## src/rtl/bus_arbiter_2to1.sv

```systemverilog
// bus_arbiter_2to1: two-requester round-robin arbiter in front of the
// interconnect's s0 slave port. A grant covers exactly one transfer and
// always returns through IDLE. Downstream command, read data and
// response pass through combinationally while a grant is held.
// Optional macro ARB_TIMEOUT_EN adds a stall timeout that ends a hung
// transfer with an error response (2'b11).
module bus_arbiter_2to1 #(
  parameter int unsigned ADDR_W         = 32,
  parameter int unsigned TIMEOUT_CYCLES = 255,
  parameter int unsigned TIMEOUT_W      = 8
) (
  input  logic              clk,
  input  logic              rst_n,
  input  logic [ADDR_W-1:0] u0_bus_addr,
  input  logic              u0_bus_read,
  input  logic              u0_bus_write,
  input  logic [31:0]       u0_bus_writedata,
  input  logic [3:0]        u0_bus_byteenable,
  output logic [31:0]       u0_bus_readdata,
  output logic [1:0]        u0_bus_response,
  output logic              u0_bus_waitrequest,
  input  logic [ADDR_W-1:0] u1_bus_addr,
  input  logic              u1_bus_read,
  input  logic              u1_bus_write,
  input  logic [31:0]       u1_bus_writedata,
  input  logic [3:0]        u1_bus_byteenable,
  output logic [31:0]       u1_bus_readdata,
  output logic [1:0]        u1_bus_response,
  output logic              u1_bus_waitrequest,
  output logic [ADDR_W-1:0] d_bus_addr,
  output logic              d_bus_read,
  output logic              d_bus_write,
  output logic [31:0]       d_bus_writedata,
  output logic [3:0]        d_bus_byteenable,
  input  logic [31:0]       d_bus_readdata,
  input  logic [1:0]        d_bus_response,
  input  logic              d_bus_waitrequest
);

  localparam int unsigned RESP_W = 2;
  localparam logic [RESP_W-1:0] RESP_TMO = 2'b11;

  // The stall counter must be able to reach the timeout value
  if (64'(TIMEOUT_CYCLES) >= (64'(1) << TIMEOUT_W)) begin : g_bad_tmo_cfg
    $error("bus_arbiter_2to1: TIMEOUT_CYCLES does not fit in TIMEOUT_W bits");
  end

  typedef enum logic [1:0] {
    IDLE = 2'd0,
    GNT0 = 2'd1,
    GNT1 = 2'd2
  } state_e;

  state_e state_q, state_d;
  logic   last_gnt_q, last_gnt_d;
  logic   req0, req1, gnt0, gnt1, xfer_done, tmo_hit;

  assign req0      = u0_bus_read | u0_bus_write;
  assign req1      = u1_bus_read | u1_bus_write;
  assign gnt0      = (state_q == GNT0);
  assign gnt1      = (state_q == GNT1);
  assign xfer_done = (d_bus_read | d_bus_write) & ~d_bus_waitrequest;

`ifdef ARB_TIMEOUT_EN
  logic [TIMEOUT_W-1:0] tmo_cnt_q, tmo_cnt_d;

  assign tmo_hit = (state_q != IDLE) && (tmo_cnt_q == TIMEOUT_W'(TIMEOUT_CYCLES));

  // Stall counter: zero while idle so every grant starts from zero
  always_comb begin
    tmo_cnt_d = tmo_cnt_q;
    if (state_q == IDLE) begin
      tmo_cnt_d = '0;
    end else if (d_bus_waitrequest) begin
      tmo_cnt_d = tmo_cnt_q + TIMEOUT_W'(1);
    end
  end
`else
  assign tmo_hit = 1'b0;
`endif

  // Next state: round-robin pick in IDLE, release after one transfer
  always_comb begin
    state_d    = state_q;
    last_gnt_d = last_gnt_q;
    unique case (state_q)
      IDLE: begin
        if (req0 && (!req1 || last_gnt_q)) begin
          state_d    = GNT0;
          last_gnt_d = 1'b0;
        end else if (req1) begin
          state_d    = GNT1;
          last_gnt_d = 1'b1;
        end
      end
      GNT0:    if (!req0 || xfer_done || tmo_hit) state_d = IDLE;
      GNT1:    if (!req1 || xfer_done || tmo_hit) state_d = IDLE;
      default: state_d = IDLE;
    endcase
  end

  // State registers; last_gnt resets to 1 so requester 0 wins first
  always_ff @(posedge clk) begin
    if (!rst_n) begin
      state_q    <= IDLE;
      last_gnt_q <= 1'b1;
`ifdef ARB_TIMEOUT_EN
      tmo_cnt_q  <= '0;
`endif
    end else begin
      state_q    <= state_d;
      last_gnt_q <= last_gnt_d;
`ifdef ARB_TIMEOUT_EN
      tmo_cnt_q  <= tmo_cnt_d;
`endif
    end
  end

  // Pass-through mux; timeout overrides the granted side's completion
  always_comb begin
    d_bus_addr         = '0;
    d_bus_read         = 1'b0;
    d_bus_write        = 1'b0;
    d_bus_writedata    = '0;
    d_bus_byteenable   = '0;
    u0_bus_readdata    = '0;
    u0_bus_response    = '0;
    u0_bus_waitrequest = 1'b1;
    u1_bus_readdata    = '0;
    u1_bus_response    = '0;
    u1_bus_waitrequest = 1'b1;
    if (gnt0) begin
      d_bus_addr         = u0_bus_addr;
      d_bus_read         = u0_bus_read;
      d_bus_write        = u0_bus_write;
      d_bus_writedata    = u0_bus_writedata;
      d_bus_byteenable   = u0_bus_byteenable;
      u0_bus_readdata    = d_bus_readdata;
      u0_bus_response    = d_bus_response;
      u0_bus_waitrequest = d_bus_waitrequest;
      if (tmo_hit) begin
        d_bus_read         = 1'b0;
        d_bus_write        = 1'b0;
        u0_bus_readdata    = '0;
        u0_bus_response    = RESP_TMO;
        u0_bus_waitrequest = 1'b0;
      end
    end
    if (gnt1) begin
      d_bus_addr         = u1_bus_addr;
      d_bus_read         = u1_bus_read;
      d_bus_write        = u1_bus_write;
      d_bus_writedata    = u1_bus_writedata;
      d_bus_byteenable   = u1_bus_byteenable;
      u1_bus_readdata    = d_bus_readdata;
      u1_bus_response    = d_bus_response;
      u1_bus_waitrequest = d_bus_waitrequest;
      if (tmo_hit) begin
        d_bus_read         = 1'b0;
        d_bus_write        = 1'b0;
        u1_bus_readdata    = '0;
        u1_bus_response    = RESP_TMO;
        u1_bus_waitrequest = 1'b0;
      end
    end
  end

endmodule

```

## config.mk

```make
export PLATFORM = sky130hd
export DESIGN_NAME = bus_arbiter_2to1
export DESIGN_NICKNAME = d
export VERILOG_FILES = /design/src/rtl/bus_arbiter_2to1.sv
export SDC_FILE = /design/constraint.sdc
export NUM_CORES = 1
export LEC_CHECK = 0
export ABC_AREA = 1
export CORE_AREA = 2 2 124 126
export CTS_CLUSTER_DIAMETER = 80
export DETAILED_ROUTE_END_ITERATION = 7
export DIE_AREA = 0 0 126 128
export DONT_BUFFER_PORTS = 1
export SETUP_SLACK_MARGIN = 0.3
export SLEW_MARGIN = 20
export SYNTH_ARGS = -nofsm -noshare
export SYNTH_HDL_FRONTEND = slang
export SYNTH_SLANG_ARGS = --single-unit
```

## constraint.sdc

```tcl
create_clock -name clk -period 2.1 [get_ports clk]
set_input_delay 0.525 -clock clk [delete_from_list [all_inputs] [get_ports clk]]
set_output_delay 0.525 -clock clk [all_outputs]
set_load 0.01 [all_outputs]
```

==> results.toml <==
[sta]
setup_viol = 0
period_needed_ns = 1.87
clock.fmax_ghz = 0.535
slew_viol_final = 0
finalCritPeriodShare_pct = 89.0
skew_ns = 0.00343
final_hold_viol_count = 0
fin_ws_ns = 0.232
max_slew_margin_pct = 80.0
fin_setup_tns_ns = 0
tightest_slew_ns = 0.300
rsz0062_at_grt = "yes"

[power]
p_leak_uw = 0.00172
switchingPower_uw = 766
p_per_area_mw_per_mm2 = 550
combPwrFrac_pct = 78.9
vdd_ir_drop_max_mv = 0.200
pwr-share-seq_pct = 4.2
power.internal_uw = 1040
clockPowerShare_pct = 16.9
switching_share_pct = 42.4

[global_routing]
grt_usage_pct = 9.54
grt_antenna_before_repair = 0
grt_pass1_wl_um = 11400
grt-ovfl-total = 0
grt_max_degree = 37
first_global_vias = 1811

[min_path]
holdPathStages = 1
hold_class = "in2reg"

[worst_setup_path]
cp_top_family = "buffers and inverters"
cp_common_cell = "buf_12"
cp_slowest_cell = "dfxtp_4"
worst_setup_path_start_kind = "flop"
path_class = "reg2out"
crit_cells = 6
crit_required_ns = 1.57
worst-path-buf-inv = 4
cp-end-kind = "output port"
crit_chain = "inv_4 > nor2_4 > buf_12 > buf_12 > clkbuf_16 > a22o_4"
ff2ff_path_depth = 7
path_max_fanout = 8
cp.arrival_ns = 1.34
slowest_delay_ns = 0.35

[synth]
synth_top_cell_area_share_pct = 45.9
yosys-top-cells-area = "a22o_1 46%, nor2_1 20%, inv_1 12%"
ys_seq_area_share_pct = 4.63
synth.avg_cell_area_um2 = 5.77
netlist_instances = 225
post-synth-top-area-cell = "a22o_1"
synth.distinct_cells = 16
yosysWarnings = 0
syn_nets = 402
ys_ff_latch = 3
syn_area_mm2 = 0.00130

[die]
die_w_um = 126
die_area_mm2 = 0.0161
die_height_um = 128
core_area_mm2 = 0.0149
rows = 45
io_pins = 317
initial_core_util_pct = 8.73

[clocking]
cts_tree = "built"
clock_latency_ns = 0.23
cts.clk_slew.worst_paths_ns = 0.03
cts_root_buf = "clkbuf_16"
cts.path.max_buffers = 2
postCtsHoldBufs = 0
cts_sinks = 3
cts_made_buffers = 3
cts_max_level = 1

[layout]
antennaDiodeCount = 0
nNetsFinal = 481
syn2layout_area_growth_pct = 153
layout-drive-gt1-share_pct = 66.0
fin_area_mm2 = 0.00328
final_cells = 491

[placed_design]
gp_congestion = 0.940
io_buffers = 0
placed_area_mm2 = 0.00199
placed_cells = 465
hpwlAfterDp_um = 6020
pre_cts_ws_ns = 0.222

[detailed_routing]
avgRoutedWirePerCell_um = 20.7
dr.first_iter.drc_count = 86
drt_first_pass_iters = 4
viasPerCell = 4.19
num_vias = 2057
drtAntennaViolNets = 0
routed_wl_um = 10200
drc_errors = 0

[status]
status = "finished clean"

[job]
cap_violations = 0
[synth_stat cells]
master	n
a21oi_1	2
a22o_1	68
buf_2	14
buf_4	2
buf_6	1
clkbuf_1	3
dfxtp_1	3
inv_1	42
inv_2	4
nand2_1	8
nand3_1	2
nand4_1	1
nor2_1	70
nor2_4	2
o211ai_1	1
o22ai_1	2
[placed cells by master (no fill, tap or decap)]
cell type	n
dfxtp_4	2
clkbuf_1	1
nand2_1	7
inv_1	42
a22o_4	68
inv_2	1
dfxtp_1	1
inv_16	1
o211ai_1	1
buf_12	5
nor2_1	46
buf_8	1
clkbuf_16	9
inv_4	1
o22ai_4	2
nor2_2	18
buf_4	73
nand2_4	1
nand3_1	2
nor2_4	8
a21oi_1	2
inv_6	1
buf_16	7
nand4_1	1
buf_6	2
[cell families (layout without fill, tap and decap cells)]
kind of cell	count (synthesis)	after routing	share of synthesized area [%]
buffers and inverters	66	144	21.6
AOI/OAI and AO/OA	73	73	48.2
and+or+nand+nor	83	83	25.6
DFF	3	3	4.63
[worst register-to-register path, delay by kind of cell, from the launching register on]
family / cells / cell delay (ns)
buffers and inverters: 4 / 0.53
DFF: 1 / 0.36
and+or+nand+nor: 2 / 0.23
AOI/OAI and AO/OA: 1 / 0.14
[metrics by stage]
| stage | hold WS, ns | util (%) | power, uW |
|---|---|---|---|
| after global routing | 0.368 | 22.1 | 1880 |
| after global placement | 0.511 | 13.4 | 867 |
| after CTS | 0.366 | 18.9 | 1580 |
| after floorplan | 0.496 | - | 647 |
| after detailed placement | 0.516 | 13.4 | 873 |
| final | 0.367 | 22.1 | 1810 |
[power groups by stage]
| stage | combinational, uW | sequential (uW) | clock (uW) |
|---|---|---|---|
| after floorplan | 573 | 73.9 | 0 |
| after global placement | 792 | 74.7 | 0 |
| after detailed placement | 798 | 75.0 | 0 |
| after CTS | 1200 | 75.1 | 309 |
| after global routing | 1490 | 76.9 | 311 |
| final | 1430 | 75.9 | 306 |
[state kept, by name, indices dropped and copies added, names as in the netlist]
register and flops:
state_q 2, last_gnt_q 1
[what timing repair did]
item,4_1_cts,5_1_grt
setup endpoints to repair,137,140
setup buffers,8,1
gates cloned,7,6
pin swaps,20,24
gates resized for setup,69,58
[routing by layer]
metal | share of wire [%] | routed length, um | global-route usage, % | vias to the layer above
met3 | 6.9 | 697 | 1.50 | 13
met2 | 52 | 5230 | 15.2 | 149
met5 | 0 | 0 | 0 | -
li1 | - | - | - | 930
met4 | 2.9 | 296 | 4.85 | 0
met1 | 39 | 3920 | 12.5 | 965
[worst paths after layout]
path	to	startpoint	slack, ns
worst max-delay path	d_bus_addr[20]	state_q[1]	0.23
worst min-delay path	last_gnt_q	rst_n	0.37
worst max register to register	state_q[0]	state_q[0]	0.77
worst min register to register	last_gnt_q	last_gnt_q	0.52
[final cells by class]
cell class                      instances  area [um2]
Clock buffer                            4        78.8
Sequential cell                         3        67.6
Inverter                               46         196
Fill cell                            1621       11600
Timing Repair Buffer                   94        1030
Tap cell                              188         235
Multi-Input combinational cell        156        1680
No activity file was read; power rests on OpenSTA's default activity.
